===== src/rtl/ext_pipe.sv =====
// Immediate extender: decodes in_op into a sign/zero/upper/shifted OUT_W result, queued in a DEPTH-entry FIFO.
// Latency 1 cycle into an empty buffer; in_ready drops when the buffer is full and never looks at out_ready.
module ext_pipe #(
  parameter int IN_W  = 16,
  parameter int OUT_W = 32,
  parameter int TAG_W = 5,
  parameter int DEPTH = 2
) (
  input  logic                     clk,
  input  logic                     rst_n,
  input  logic                     in_valid,
  output logic                     in_ready,
  input  logic [2:0]               in_op,
  input  logic [IN_W-1:0]          in_imm,
  input  logic [TAG_W-1:0]         in_tag,
  output logic                     out_valid,
  input  logic                     out_ready,
  output logic [OUT_W-1:0]         out_imm,
  output logic [TAG_W-1:0]         out_tag,
  output logic                     out_err,
  output logic [$clog2(DEPTH):0]   count
);

  localparam int PTR_W = $clog2(DEPTH);
  localparam int CNT_W = PTR_W + 1;
  localparam int PAD_W = OUT_W - IN_W;

  typedef enum logic [2:0] {
    OP_LOGIC  = 3'd0,
    OP_ARITH  = 3'd1,
    OP_UPPER  = 3'd2,
    OP_BRANCH = 3'd3,
    OP_SHIFT  = 3'd4
  } op_e;

  logic [OUT_W-1:0] zext;
  logic [OUT_W-1:0] sext;
  logic [OUT_W-1:0] ext_imm;
  logic             ext_err;

  logic [OUT_W-1:0] mem_imm [DEPTH];
  logic [TAG_W-1:0] mem_tag [DEPTH];
  logic             mem_err [DEPTH];

  logic [PTR_W-1:0] wr_ptr;
  logic [PTR_W-1:0] rd_ptr;
  logic             push;
  logic             pop;

  assign zext = {{PAD_W{1'b0}}, in_imm};
  assign sext = {{PAD_W{in_imm[IN_W-1]}}, in_imm};

  always_comb begin
    ext_imm = '0;
    ext_err = 1'b0;
    case (in_op)
      OP_LOGIC:  ext_imm = zext;
      OP_ARITH:  ext_imm = sext;
      OP_UPPER:  ext_imm = {in_imm, {PAD_W{1'b0}}};
      OP_BRANCH: ext_imm = sext << 2;
      OP_SHIFT:  ext_imm = zext << 2;
      default:   ext_err = 1'b1;
    endcase
  end

  // in_ready is held low through reset, otherwise it is a pure function of count.
  assign in_ready  = rst_n && (count < CNT_W'(DEPTH));
  assign out_valid = (count != '0);
  assign push      = in_valid && in_ready;
  assign pop       = out_valid && out_ready;

  always_ff @(posedge clk) begin
    if (push) begin
      mem_imm[wr_ptr] <= ext_imm;
      mem_tag[wr_ptr] <= in_tag;
      mem_err[wr_ptr] <= ext_err;
    end
  end

  always_ff @(posedge clk or negedge rst_n) begin
    if (!rst_n) begin
      wr_ptr <= '0;
      rd_ptr <= '0;
      count  <= '0;
    end else begin
      if (push) wr_ptr <= wr_ptr + PTR_W'(1);
      if (pop)  rd_ptr <= rd_ptr + PTR_W'(1);
      case ({push, pop})
        2'b10:   count <= count + CNT_W'(1);
        2'b01:   count <= count - CNT_W'(1);
        default: count <= count;
      endcase
    end
  end

  // Storage is not reset, so the head is masked to zero whenever nothing is held.
  assign out_imm = out_valid ? mem_imm[rd_ptr] : '0;
  assign out_tag = out_valid ? mem_tag[rd_ptr] : '0;
  assign out_err = out_valid ? mem_err[rd_ptr] : 1'b0;

endmodule


===== config.mk =====
export PLATFORM = sky130hd
export DESIGN_NAME = ext_pipe
export DESIGN_NICKNAME = d
export VERILOG_FILES = /design/src/rtl/ext_pipe.sv
export SDC_FILE = /design/constraint.sdc
export NUM_CORES = 1
export LEC_CHECK = 0
export ABC_AREA = 1
export CORE_MARGIN = 2
export CORE_UTILIZATION = 55
export CTS_CLUSTER_SIZE = 30
export DETAILED_ROUTE_END_ITERATION = 16
export PLACE_DENSITY = 0.84
export SETUP_SLACK_MARGIN = 0.4
export SYNTH_ARGS = -nofsm -noshare
export SYNTH_HDL_FRONTEND = slang
export SYNTH_SLANG_ARGS = --single-unit
export TNS_END_PERCENT = 1

===== constraint.sdc =====
create_clock -name clk -period 5.5 [get_ports clk]
set_clock_uncertainty 0.05 [all_clocks]
set_input_delay 1.65 -clock clk [delete_from_list [all_inputs] [get_ports clk]]
set_output_delay 1.65 -clock clk [all_outputs]
set_load 0.01 [all_outputs]

==> results.cfg <==
[power]
power_density_mw_per_mm2 = 457
p_leak_nw = 1.74
peakVddDrop_mv = 0.179

[cells_and_area]
area_growth_pct = 22.1
final_common_cell = nand2_1
antenna_cells = 0
fillers = 522
final_cells = 497
final_cell_mix = nand2_1, edfxtp_1, clkdlybuf4s50_1, a21oi_1, inv_1
drive_above_1_share = 0.0983
final-seq-area_mm2 = 0.00238
multi_input_area_mm2 = 0.00110
nets = 441

[timing]
setup_viol_count_final = 0
relSlewSlack = 0.247
worst_slew_pin_slew_ns = 1.13
grt_setup_unrepaired = no
finalSetupTns_ns = 0
final_max_slew_viol_count = 0
hold_viol = 0
fin_crit_sh = 0.844
min_period_ns = 4.64
clock.fmax_mhz = 215
whs_ns = 0.527

[cts]
clk_latency_ns = 0.34
cts_resized = 0
cts_buffers = 9
clockBufferDepth = 2
cts_root_buf = clkbuf_8
cts_hold_buf = 0
cts_max_level = 3
clock_sink_count = 80
cts_tree = built
post_cts_buffers = 0
path_clk_slew_ns = 0.08

[global_route]
antenna_found_initial = 0
grt.overflow.total = 0
grt_start_max_net_pins = 41
grt_pass1_vias = 2622
grt_pass1_wl_um = 12500
grt_usage = 0.221

[floorplanning]
initial_core_util = 0.562
die_area_mm2 = 0.00750
die_h_um = 86.6
die_w_um = 86.6
core_area_mm2 = 0.00668
placementRows = 30
io-pin-count = 70

[yosys]
synth_cells = 351
ys_types = 26
synth_seq_cells = 80
yosys_warnings = 0
syn_area_per_cell_um2 = 10.7
netlist_area_mm2 = 0.00375
seq_area_frac_synth = 0.634
syn_nets = 380

[routing]
drtAntennaViolNets = 0
drt-total-wl_um = 7880
wire_per_inst_um = 15.9
route.vias.total = 2751
dr.first_iter.drc_count = 189
drt-vias-per-instance = 5.54
drt_pass1_iterations = 5
drc = 0

[critical_path]
worstPathRequired_ns = 3.80
r2r_end = mem_imm[0][30]$_DFFE_PP_
path_max_fanout = 5
end_kind = output port
start_kind = input port
crit_type = in -> out
worstPathArrival_ns = 2.94
r2r_start = count[1]$_DFFE_PN0P_
reg2reg_depth = 3
reg2reg_setup_slack_ns = 3.37

[hold_path]
hold_depth = 1
hold_end = count[0]$_DFFE_PN0P_
min_from = count[0]$_DFFE_PN0P_
hold_path.class = reg -> reg

[place]
globalplace.congestion = 0.819
dpl.hpwl_um = 5280
port_buffers = 69
dp.cells = 481

[flow_run]
cap_violations = 0

[outcome]
status = finished clean
-- worst max-delay path by stage --
| stage | startpoint | end | slack [ns] | cells after the start |
|---|---|---|---|---|
| after floorplan | rst_n | mem_err[0]$_DFFE_PP_ | 1.36 | 4 |
| after global placement | rst_n | in_ready | 0.87 | 4 |
| after detailed placement | rst_n | in_ready | 0.84 | 4 |
| after global routing | rst_n | in_ready | 0.71 | 4 |
| after CTS | rst_n | in_ready | 0.84 | 4 |
| final | rst_n | in_ready | 0.86 | 4 |
-- synthesized netlist by cell type (all sizes together) --
cell type	instances	area, um2
a21oi	38	190
buf	22	190
dfrtp	4	100
edfxtp	76	2280
ha	1	12.5
inv	27	101
nand2	112	420
nand3	19	118
nand4	17	113
nor2	16	70.1
nor3	1	16.3
o21ai	13	103
or2	2	12.5
xnor2	1	8.76
xor2	2	17.5
-- critical path, stage by stage --
cell and delay, ns:
clkdlybuf4s50_1 0.58, inv_1 0.06, nor2_1 0.11, clkdlybuf4s50_1 0.55
-- cell type report --
| class | count | share of cell area |
|---|---|---|
| sequential | 80 | 0.520 |
| multi-input combinational | 222 | 0.240 |
| timing repair buffer | 72 | 0.156 |
| clock buffer | 10 | 0.0278 |
| inverter | 27 | 0.0221 |
| tap | 80 | 0.0218 |
| clock inverter | 6 | 0.0131 |
-- sequential cells by signal (all words and copies together), names as in the netlist --
| name | cells |
|---|---|
| mem_imm | 64 |
| rd_ptr | 1 |
| mem_tag | 10 |
| count | 2 |
| wr_ptr | 1 |
| mem_err | 2 |
-- metal layers --
layer  global-route usage  vias up  part of all wire
li1                     -     1319                 -
met1                0.297     1307              0.41
met2                0.365      119              0.51
met3               0.0400        6             0.073
met4               0.0724        0             0.011
met5                    0        -                 0
-- power by group --
part,switching [mW],internal (mW),leakage (nW),total (mW)
Sequential,0.0303,0.756,0.753,0.786
Combinational,0.484,0.412,0.892,0.895
Clock,0.203,0.208,0.0937,0.411
-- per-stage QoR --
| stage | utilization | worst slack [ns] | power (mW) | cell area (um2) |
|---|---|---|---|---|
| floorplan | - | 1.36 | 1.27 | 3750 |
| global placement | 0.658 | 0.874 | 1.68 | 4400 |
| detailed placement | 0.658 | 0.837 | 1.70 | 4400 |
| CTS | 0.686 | 0.842 | 2.11 | 4580 |
| global route | 0.686 | 0.712 | 2.20 | 4580 |
| finish | 0.686 | 0.858 | 2.09 | 4580 |
-- cell families (layout without fill, tap and decap cells) --
kind of cell / Yosys count / in the layout / synth area share
AO/OA/AOI/OAI: 51 / 51 / 0.0780
XOR/XNOR: 3 / 3 / 0.00700
adder cells (fa/ha/maj): 1 / 1 / 0.00333
buffers and inverters: 49 / 115 / 0.0776
flip-flops: 80 / 80 / 0.634
AND/OR/NAND/NOR: 167 / 167 / 0.200
Power figures use the tool's default switching activity.
